<file path="src/rtl/sprite_pkg.sv">
// Shared sizes, FSM states and the draw-command record for the sprite blitter.
package sprite_pkg;

    localparam int SPR_W  = 16;
    localparam int SPR_H  = 16;
    localparam int SCR_W  = 320;
    localparam int SCR_H  = 240;
    localparam int PIX_W  = 4;

    localparam int COL_W  = $clog2(SPR_W);
    localparam int ROW_W  = $clog2(SPR_H);
    localparam int CNT_W  = COL_W + ROW_W;
    localparam int ROM_AW = 2 + CNT_W;

    typedef enum logic [1:0] {
        IDLE  = 2'd0,
        RUN   = 2'd1,
        DRAIN = 2'd2
    } state_t;

    typedef struct packed {
        logic [1:0] plane;
        logic [1:0] id;
        logic [8:0] x;
        logic [8:0] y;
    } draw_cmd_t;

endpackage

</file>
<file path="src/rtl/sprite_draw_engine_if.sv">
// Command, sprite-ROM and frame-buffer signals of the blitter; master is the
// surrounding system, slave is the engine.
interface sprite_draw_engine_if;
    import sprite_pkg::*;

    logic              CMD_VALID;
    logic              CMD_READY;
    logic [1:0]        ADDR_IN;
    logic [1:0]        ID_CODE_IN;
    logic [8:0]        X_IN;
    logic [8:0]        Y_IN;
    logic              ROM_RE;
    logic [ROM_AW-1:0] ROM_ADDR;
    logic [PIX_W-1:0]  ROM_DATA;
    logic              FB_WE;
    logic              FB_READY;
    logic [1:0]        FB_PLANE;
    logic [8:0]        FB_X;
    logic [8:0]        FB_Y;
    logic [PIX_W-1:0]  FB_DATA;
    logic              BUSY;
    logic              DONE;

    modport master (
        output CMD_VALID, ADDR_IN, ID_CODE_IN, X_IN, Y_IN, ROM_DATA, FB_READY,
        input  CMD_READY, ROM_RE, ROM_ADDR, FB_WE, FB_PLANE, FB_X, FB_Y, FB_DATA,
               BUSY, DONE
    );

    modport slave (
        input  CMD_VALID, ADDR_IN, ID_CODE_IN, X_IN, Y_IN, ROM_DATA, FB_READY,
        output CMD_READY, ROM_RE, ROM_ADDR, FB_WE, FB_PLANE, FB_X, FB_Y, FB_DATA,
               BUSY, DONE
    );

endinterface

</file>
<file path="src/rtl/sprite_addr_gen.sv">
// Raster row/col counter for one sprite; ROM address is {id, row, col}.
module sprite_addr_gen
    import sprite_pkg::*;
(
    input  logic              clk,
    input  logic              srst,
    input  logic              i_clr,
    input  logic              i_en,
    input  logic [1:0]        i_id,
    output logic [ROW_W-1:0]  o_row,
    output logic [COL_W-1:0]  o_col,
    output logic              o_last,
    output logic [ROM_AW-1:0] o_addr
);

    // Power-of-two sizes let one counter carry col into row for free.
    logic [CNT_W-1:0] r_cnt;

    always_ff @(posedge clk) begin
        if (srst || i_clr) begin
            r_cnt <= '0;
        end else if (i_en) begin
            r_cnt <= r_cnt + CNT_W'(1);
        end
    end

    assign o_row  = r_cnt[CNT_W-1:COL_W];
    assign o_col  = r_cnt[COL_W-1:0];
    assign o_last = &r_cnt;
    assign o_addr = {i_id, r_cnt};

endmodule

</file>
<file path="src/rtl/sprite_draw_engine.sv">
// Blits one 16x16 sprite per command into the frame buffer, skipping index 0.
// Define SPRITE_CLIP_EN to discard pixels outside the visible screen.
module sprite_draw_engine
    import sprite_pkg::*;
(
    input  logic                 Clk,
    input  logic                 Reset,
    sprite_draw_engine_if.slave  bus
);

`ifdef SPRITE_CLIP_EN
    localparam int CW = 10;
`else
    localparam int CW = 9;
`endif

    state_t            r_state;
    state_t            w_state_next;
    draw_cmd_t         r_cmd;
    logic              r_wvalid;
    logic              r_done;
    logic [CW-1:0]     r_px;
    logic [CW-1:0]     r_py;

    logic [ROW_W-1:0]  w_row;
    logic [COL_W-1:0]  w_col;
    logic              w_last;
    logic [ROM_AW-1:0] w_rom_addr;
    logic              w_cmd_ready;
    logic              w_accept;
    logic              w_issue;
    logic              w_retire;
    logic              w_clip;
    logic              w_we;
    logic              w_stall;

    sprite_addr_gen u_addr_gen (
        .clk    (Clk),
        .srst   (Reset),
        .i_clr  (w_accept),
        .i_en   (w_issue),
        .i_id   (r_cmd.id),
        .o_row  (w_row),
        .o_col  (w_col),
        .o_last (w_last),
        .o_addr (w_rom_addr)
    );

`ifdef SPRITE_CLIP_EN
    assign w_clip = (r_px >= CW'(SCR_W)) || (r_py >= CW'(SCR_H));
`else
    assign w_clip = 1'b0;
`endif

    // Write slot uses the ROM word directly; ROM holds it while ROM_RE is low.
    assign w_we        = r_wvalid && (bus.ROM_DATA != '0) && !w_clip;
    assign w_stall     = w_we && !bus.FB_READY;
    assign w_cmd_ready = (r_state == IDLE) && !Reset;

    always_comb begin
        w_state_next = r_state;
        w_accept     = 1'b0;
        w_issue      = 1'b0;
        w_retire     = 1'b0;
        case (r_state)
            IDLE: begin
                if (bus.CMD_VALID && w_cmd_ready) begin
                    w_accept     = 1'b1;
                    w_state_next = RUN;
                end
            end
            RUN: begin
                if (!w_stall) begin
                    w_issue = 1'b1;
                    if (w_last) begin
                        w_state_next = DRAIN;
                    end
                end
            end
            DRAIN: begin
                if (!w_stall) begin
                    w_retire     = 1'b1;
                    w_state_next = IDLE;
                end
            end
            default: w_state_next = IDLE;
        endcase
    end

    always_ff @(posedge Clk) begin
        if (Reset) begin
            r_state  <= IDLE;
            r_cmd    <= '0;
            r_wvalid <= 1'b0;
            r_done   <= 1'b0;
            r_px     <= '0;
            r_py     <= '0;
        end else begin
            r_state <= w_state_next;
            r_done  <= w_retire;
            if (w_accept) begin
                r_cmd <= '{plane: bus.ADDR_IN, id: bus.ID_CODE_IN,
                           x: bus.X_IN, y: bus.Y_IN};
            end
            // Coordinates travel with the read so they line up with ROM_DATA.
            if (w_issue) begin
                r_wvalid <= 1'b1;
                r_px     <= CW'({1'b0, r_cmd.x}) + CW'(w_col);
                r_py     <= CW'({1'b0, r_cmd.y}) + CW'(w_row);
            end else if (w_retire) begin
                r_wvalid <= 1'b0;
            end
        end
    end

    assign bus.CMD_READY = w_cmd_ready;
    assign bus.ROM_RE    = w_issue;
    assign bus.ROM_ADDR  = w_rom_addr;
    assign bus.FB_WE     = w_we;
    assign bus.FB_PLANE  = w_we ? r_cmd.plane   : '0;
    assign bus.FB_X      = w_we ? r_px[8:0]     : '0;
    assign bus.FB_Y      = w_we ? r_py[8:0]     : '0;
    assign bus.FB_DATA   = w_we ? bus.ROM_DATA  : '0;
    assign bus.BUSY      = (r_state != IDLE);
    assign bus.DONE      = r_done;

endmodule

</file>
<file path="src/flat_wrapper.sv">
// flat-port wrapper written by rule: the top's interface ports become plain ports
module sprite_draw_engine_flat import sprite_pkg::*;
  (Clk, Reset, bus_CMD_VALID, bus_ADDR_IN, bus_ID_CODE_IN, bus_X_IN, bus_Y_IN, bus_ROM_DATA, bus_FB_READY, bus_CMD_READY, bus_ROM_RE, bus_ROM_ADDR, bus_FB_WE, bus_FB_PLANE, bus_FB_X, bus_FB_Y, bus_FB_DATA, bus_BUSY, bus_DONE);
  sprite_draw_engine_if bus_i ();
  input  logic Clk;
  input  logic Reset;
  input wire logic [$bits(bus_i.CMD_VALID)-1:0] bus_CMD_VALID;
  input wire logic [$bits(bus_i.ADDR_IN)-1:0] bus_ADDR_IN;
  input wire logic [$bits(bus_i.ID_CODE_IN)-1:0] bus_ID_CODE_IN;
  input wire logic [$bits(bus_i.X_IN)-1:0] bus_X_IN;
  input wire logic [$bits(bus_i.Y_IN)-1:0] bus_Y_IN;
  input wire logic [$bits(bus_i.ROM_DATA)-1:0] bus_ROM_DATA;
  input wire logic [$bits(bus_i.FB_READY)-1:0] bus_FB_READY;
  output wire logic [$bits(bus_i.CMD_READY)-1:0] bus_CMD_READY;
  output wire logic [$bits(bus_i.ROM_RE)-1:0] bus_ROM_RE;
  output wire logic [$bits(bus_i.ROM_ADDR)-1:0] bus_ROM_ADDR;
  output wire logic [$bits(bus_i.FB_WE)-1:0] bus_FB_WE;
  output wire logic [$bits(bus_i.FB_PLANE)-1:0] bus_FB_PLANE;
  output wire logic [$bits(bus_i.FB_X)-1:0] bus_FB_X;
  output wire logic [$bits(bus_i.FB_Y)-1:0] bus_FB_Y;
  output wire logic [$bits(bus_i.FB_DATA)-1:0] bus_FB_DATA;
  output wire logic [$bits(bus_i.BUSY)-1:0] bus_BUSY;
  output wire logic [$bits(bus_i.DONE)-1:0] bus_DONE;
  assign bus_i.CMD_VALID = bus_CMD_VALID;
  assign bus_i.ADDR_IN = bus_ADDR_IN;
  assign bus_i.ID_CODE_IN = bus_ID_CODE_IN;
  assign bus_i.X_IN = bus_X_IN;
  assign bus_i.Y_IN = bus_Y_IN;
  assign bus_i.ROM_DATA = bus_ROM_DATA;
  assign bus_i.FB_READY = bus_FB_READY;
  assign bus_CMD_READY = bus_i.CMD_READY;
  assign bus_ROM_RE = bus_i.ROM_RE;
  assign bus_ROM_ADDR = bus_i.ROM_ADDR;
  assign bus_FB_WE = bus_i.FB_WE;
  assign bus_FB_PLANE = bus_i.FB_PLANE;
  assign bus_FB_X = bus_i.FB_X;
  assign bus_FB_Y = bus_i.FB_Y;
  assign bus_FB_DATA = bus_i.FB_DATA;
  assign bus_BUSY = bus_i.BUSY;
  assign bus_DONE = bus_i.DONE;
  sprite_draw_engine u_core (.Clk(Clk), .Reset(Reset), .bus(bus_i));
endmodule
</file>
<file path="config.mk">
export PLATFORM = sky130hd
export DESIGN_NAME = sprite_draw_engine_flat
export DESIGN_NICKNAME = d
export VERILOG_FILES = /design/src/rtl/sprite_pkg.sv /design/src/rtl/sprite_draw_engine_if.sv /design/src/rtl/sprite_addr_gen.sv /design/src/rtl/sprite_draw_engine.sv /design/src/flat_wrapper.sv
export SDC_FILE = /design/constraint.sdc
export NUM_CORES = 1
export LEC_CHECK = 0
export CAP_MARGIN = 10
export CORE_UTILIZATION = 27
export CTS_BUF_LIST = sky130_fd_sc_hd__clkbuf_16
export DETAILED_ROUTE_END_ITERATION = 16
export GPL_TIMING_DRIVEN = 0
export SYNTH_ARGS = -nofsm -noshare
export SYNTH_HDL_FRONTEND = slang
export SYNTH_SLANG_ARGS = --single-unit
</file>
<file path="constraint.sdc">
create_clock -name Clk -period 1.92 [get_ports Clk]
set_input_delay 0.192 -clock Clk [delete_from_list [all_inputs] [get_ports Clk]]
set_output_delay 0.192 -clock Clk [all_outputs]
set_load 0.05 [all_outputs]
</file>
==> results of run 1 <==
## kinds of logic (layout without fill, tap and decap cells)
logic type / Yosys count / count (layout) / share of synthesized area [%]
AO/OA/AOI/OAI: 77 / 77 / 21.2
XOR/XNOR: 11 / 11 / 3.59
adder cells (fa/ha/maj): 11 / 11 / 5.69
buffers and inverters: 25 / 105 / 4.99
flip-flops: 52 / 52 / 38.8
AND/OR/NAND/NOR: 132 / 132 / 25.7
## worst max-delay path, cell delays in order (launching register included)
cell,delay [ns]
dfxtp_2,0.35
ha_1,0.25
fa_2,0.37
a21o_1,0.20
a21oi_4,0.21
o21ai_0,0.13
a311oi_2,0.24
## layer usage
layer | global-route usage, % | vias to the layer above | wire length (um)
met5 | 0 | - | 0
met4 | 4.35 | 0 | 83
met3 | 2.97 | 8 | 292
met2 | 25.5 | 38 | 3450
met1 | 17.2 | 1090 | 3160
li1 | - | 1223 | -
## state kept, by name, summed over array words and instances, names as in the netlist
| register | cells |
|---|---|
| u_core.bus.DONE | 1 |
| u_core.r_wvalid | 1 |
| u_core.r_state | 2 |
| u_core.r_px | 9 |
| u_core.r_py | 9 |
| u_core.r_cmd | 22 |
| u_core.u_addr_gen.r_cnt | 8 |
## through the flow
step / setup TNS [ns] / hold slack [ns] / worst slack (ns)
after floorplan: 0 / 0.300 / 0.00654
after global placement: -22.59 / 0.442 / -0.899
after detailed placement: -23.07 / 0.443 / -0.935
after CTS: 0 / 0.453 / 0.0000808
after global routing: 0 / 0.472 / 0.0131
final: 0 / 0.450 / 0.0938
## cell type report
class | instances | area share [%]
Multi-Input combinational cell | 231 | 41.2
Sequential cell | 52 | 27.8
Timing Repair Buffer | 72 | 18.4
Tap cell | 133 | 4.42
Buffer | 21 | 4.02
Clock buffer | 5 | 3.32
Clock inverter | 3 | 0.399
Inverter | 4 | 0.399
## path summary, 6_finish.rpt
path | start | to | slack, ns | cells past startpoint
max reg2reg | u_core.u_addr_gen.r_cnt[4] | u_core.r_py[6] | 0.09 | 6
max | u_core.u_addr_gen.r_cnt[4] | u_core.r_py[6] | 0.09 | 6
min reg2reg | u_core.r_py[0] | u_core.r_py[0] | 0.45 | 2
min | u_core.r_py[0] | u_core.r_py[0] | 0.45 | 2
## power by group through the flow
stage | combinational (uW) | sequential [uW] | clock [uW]
floorplan | 288 | 1210 | 0
global placement | 459 | 1210 | 0
detailed placement | 463 | 1210 | 0
CTS | 477 | 1190 | 883
global route | 529 | 1200 | 924
finish | 487 | 1190 | 861
## placed cells by master (no fill, tap or decap), drive strengths merged, types with 9 or more instances in the layout
master,n
clkbuf,13
clkdlybuf4s50,39
dfxtp,52
nand2,38
buf,38
nand2b,21
nor2,19
and2,27
ha,9
a21oi,13
o21ai,32
## repair_timing
action / CTS / global route
gates resized for setup: 148 / 14
setup buffers: 2 / 3
pin swaps: 1 / 2
setup endpoints to repair: 25 / 28
## Yosys cell counts (all sizes together) (5+ instances only)
library cell  instances
a21oi                13
a311oi                8
and2                 27
buf                  13
clkbuf                8
dfxtp                52
ha                    9
nand2                38
nand2b               21
nor2                 19
o21ai                32
or3                   8
xnor2                 5
xor2                  6
==> impl_metrics.ini, run 1 <==
[power]
peakVddDrop_uv = 325
comb_power_share_pct = 19.2
switching_share_pct = 27.9
powerDensity_nw_per_um2 = 673
report.power.total_uw = 2540
p_int_uw = 1830
switching_power_uw = 707
pwr-share-seq_pct = 46.8
p_leak_uw = 0.00149
power.share.clock_pct = 34.0

[die]
initial_utilization_pct = 27.7
die_w_um = 102
dieArea_um2 = 10300
row_count = 36
ios = 69
dieHeight_um = 102
core_um2 = 9680

[global_routing]
grt_pass1_vias = 2284
grt_max_degree = 16
grt_pass1_wl_mm = 11.3
overflow = 0
antenna_found_initial = 0
grt_usage_pct = 14.3

[route]
totalWireLength_mm = 6.98
detail-route-antenna-nets = 0
vias = 2359
dr.first_iter.drc_count = 98
avgRoutedWirePerCell_um = 13.4
via_per_inst = 4.53
drtPass1Iterations = 4
post-route-drc-count = 0

[sta]
period_share_pct = 95.1
hold_viol_final = 0
rsz0062_at_grt = no
tightestPinTransition_ns = 0.502
finClkSkew_ns = 0.00372
setup_viol = 0
final_max_slew_viol_count = 0
max_freq_mhz = 548
fin_crit_ns = 1.83
slew-limit-headroom_pct = 66.5

[setup_path]
cp_max_fo = 6
crit_type = register to register
worstPathArrival_ns = 2.03
startpoint_type = register
cp-end-kind = register
worstPathRequired_ns = 2.12

[layout]
final_cell_count_no_fill = 521
diodes = 0
final_nets = 428
fillers = 1008
multi_input_area_um2 = 1550
fin_area_um2 = 3760
fin_util_pct = 38.9
area_growth_pct = 40.4
ff_latch_area_um2 = 1050
drive_gt1_share_pct = 19.6

[clock_network]
htreeDepth = 2
clock-sinks = 52
cts_tree = done
clkSlewWorstSetupHoldPaths_ns = 0.07
cts_buffer_depth = 2
clk_latency_ns = 0.29
cts-root-buf = clkbuf_16
hold_buffers = 0
cts_buffers = 5

[place]
portBuffers = 67
hpwlAfterDp_mm = 5.21
gp_congestion = 0.806
place_area_um2 = 3540
dpl.cell_count = 508

[synth]
synth_flop_cell = dfxtp_1
synth_seq_cells = 52
seq_area_frac_synth_pct = 38.8
synth-async-reset-ratio_pct = 0
yosys.area.top_type = dfxtp_1
synth_cell_types = 42
synth_edf_count = 0
yosysTopAreaCellShare_pct = 38.8
syn_area_um2 = 2680
netlist_top_cells_area = dfxtp_1 39%, and2_1 6.3%, o21ai_0 5.8%, nand2_1 5.3%, nand2b_1 4.9%
avgSynthCellArea_um2 = 8.71
yosys_warnings = 0
syn_nets = 349
syn_inst = 308

[run]
cap_violations = 0

[worst_hold_path]
hold_class = register to register

[outcome]
outcome = complete, no violations
Note: power is estimated with default switching activity, not from simulation.
==> run 2, diff against run 1 <==
==> constraint.sdc (replaced) <==
create_clock -name Clk -period 1.92 [get_ports Clk]
set_input_delay 0.384 -clock Clk [delete_from_list [all_inputs] [get_ports Clk]]
set_output_delay 0.384 -clock Clk [all_outputs]
set_load 0.05 [all_outputs]
==> run 2 against run 1 <==
  * The flow now finishes with violations (setup timing)
  * Via count grew 0.30%
  * Clock skew grew 0.0041 ns
  * Maximum frequency decreased by 11%
  * Clock power rose by 0.6%
  * Hold slack better by 0.015 ns
  * Critical path depth increased by 1
  * Combinational power rose by 8.8%
  * Count of clock-buffer cells in the layout did not move
  * Sequential power hardly changed
  * Critical endpoint is now bus_FB_PLANE[1]
  * Highest routed layer unchanged
==> impl_metrics.ini, run 2 (same netlist as run 1, synthesis figures left out) <==
[outcome]
outcome = finished, violations left
violations = setup timing

[power]
peakVddDrop_uv = 399
pwr-share-seq_pct = 46.0
powerDensity_nw_per_um2 = 651
power.share.clock_pct = 33.5
switching_share_pct = 28.0
comb_power_share_pct = 20.5
switching_power_uw = 725
p_leak_uw = 0.00163
p_int_uw = 1860

[clock_network]
hold_buffers = 0
cts-root-buf = clkbuf_16
htreeDepth = 2
clock-sinks = 52
clk_latency_ns = 0.29
cts_tree = done
cts_buffers = 5
cts_buffer_depth = 2
clkSlewWorstSetupHoldPaths_ns = 0.07

[layout]
diodes = 0
final_cell_mix = 46 x dfxtp_1, 38 x nand2_1, 28 x o21ai_0
top_register = u_core.r_cmd
drive_gt1_share_pct = 27.8
multi_input_area_um2 = 1590
ff_latch_area_um2 = 1050
top_regs = u_core.r_cmd x22, u_core.r_px x9, u_core.r_py x9
largest_register_ffs = 22
final_common_cell = dfxtp_1
fillers = 986
fin_area_um2 = 3970
area_growth_pct = 48.0
final_nets = 433

[sta]
period_share_pct = 107
finClkSkew_ns = 0.00785
holdWs_ns = 0.466
setup_viol = 21
slew-limit-headroom_pct = 66.7
layout_setup_ws_ns = -0.142
final_max_slew_viol_count = 0
hold_viol_final = 0
rsz0062_at_grt = yes
tightestPinTransition_ns = 0.498
fin_crit_ns = 2.06
max_freq_mhz = 485

[route]
drtPass1Iterations = 4
post-route-drc-count = 0
totalWireLength_mm = 7.12
via_per_inst = 4.51
dr.first_iter.drc_count = 85
avgRoutedWirePerCell_um = 13.6
vias = 2366
detail-route-antenna-nets = 0

[setup_path]
worstPathCellList = buf_6, o41ai_4, buf_6, clkinvlp_4, buf_8, and2_4, buf_8
worstPathArrival_ns = 1.68
cp_max_fo = 5
r2r_start = u_core.u_addr_gen.r_cnt[4]
crit_buf_inv = 5
startpoint_type = input port
cp_slowest_cell = o41ai_4
cp-end-kind = output pin
cp_slowest_stage_delay_ns = 0.37
worstPathRequired_ns = 1.54
worstSetupStartpoint = bus_ROM_DATA[1]
crit_type = input port to output pin
crit_family = buffers and inverters

[global_routing]
grt_pass1_vias = 2333
antenna_found_initial = 0
grt_usage_pct = 14.6
overflow = 0
grt_pass1_wl_mm = 11.6
grt_max_degree = 16

[die]
die_w_um = 102
dieArea_um2 = 10300
dieHeight_um = 102
core_um2 = 9680
row_count = 36
ios = 69
initial_utilization_pct = 27.7

[worst_hold_path]
hold_class = register to register
hold_start = u_core.r_py[0]

[run]
cap_violations = 0

[place]
dp_slack_ns = -1.28
place_area_um2 = 3560
gp_congestion = 0.814
portBuffers = 67
hpwlAfterDp_mm = 5.23
run 2: what timing repair did:
item	4_1_cts	5_1_grt
cloned	2	0
hold endpoints to repair	0	0
buffers inserted	4	6
pin swaps	20	4
endpoints found under the setup margin	55	44
resized for setup	230	20
run 2: metal layers:
layer  vias up  track usage [%]  share of wire, %
li1       1237                -                 -
met1      1081             17.9                47
met2        39             25.4                48
met3         9             2.97               3.4
met4         0             4.79               1.6
met5         -                0                 0
run 2: path summary, 6_finish.rpt:
| kind | end | slack (ns) | cells past startpoint |
|---|---|---|---|
| setup / recovery | bus_FB_PLANE[1] | -0.14 | 7 |
| hold / removal | u_core.r_py[0] | 0.47 | 2 |
| setup reg to reg | u_core.r_py[8] | 0.13 | 6 |
| hold reg to reg | u_core.r_py[0] | 0.47 | 2 |
run 2: final cells by class:
type / count / share of cell area, %
clock inverter: 2 / 0.315
tap: 133 / 4.19
buffer: 20 / 3.78
multi-input combinational: 231 / 40.1
timing repair buffer: 78 / 21.5
clock buffer: 5 / 3.15
inverter: 4 / 0.473
sequential: 52 / 26.5
run 2: worst register-to-register path: stages, from the launching register on:
cell      delay [ns]
dfxtp_2         0.35
ha_2            0.21
fa_2            0.36
a21o_1          0.20
a21oi_4         0.21
o21ai_0         0.14
a311oi_2        0.23
run 2: through the flow:
stage | power, uW | setup TNS, ns | utilization, % | std cells
6_report | 2580 | -2.56 | 41.0 | 525
2_1_floorplan | 1500 | -0.0719 | - | 308
4_1_cts | 2590 | -1.95 | 40.3 | 521
3_5_place_dp | 1680 | -39.87 | 36.8 | 508
3_3_place_gp | 1670 | -38.09 | 36.8 | 508
5_1_grt | 2690 | -3.64 | 41.0 | 525
run 2: power by group through the flow:
stage	sequential [uW]	combinational, uW	clock (uW)
detailed placement	1210	469	0
finish	1190	530	866
CTS	1190	516	881
global placement	1210	463	0
global route	1200	576	919
floorplan	1210	293	0
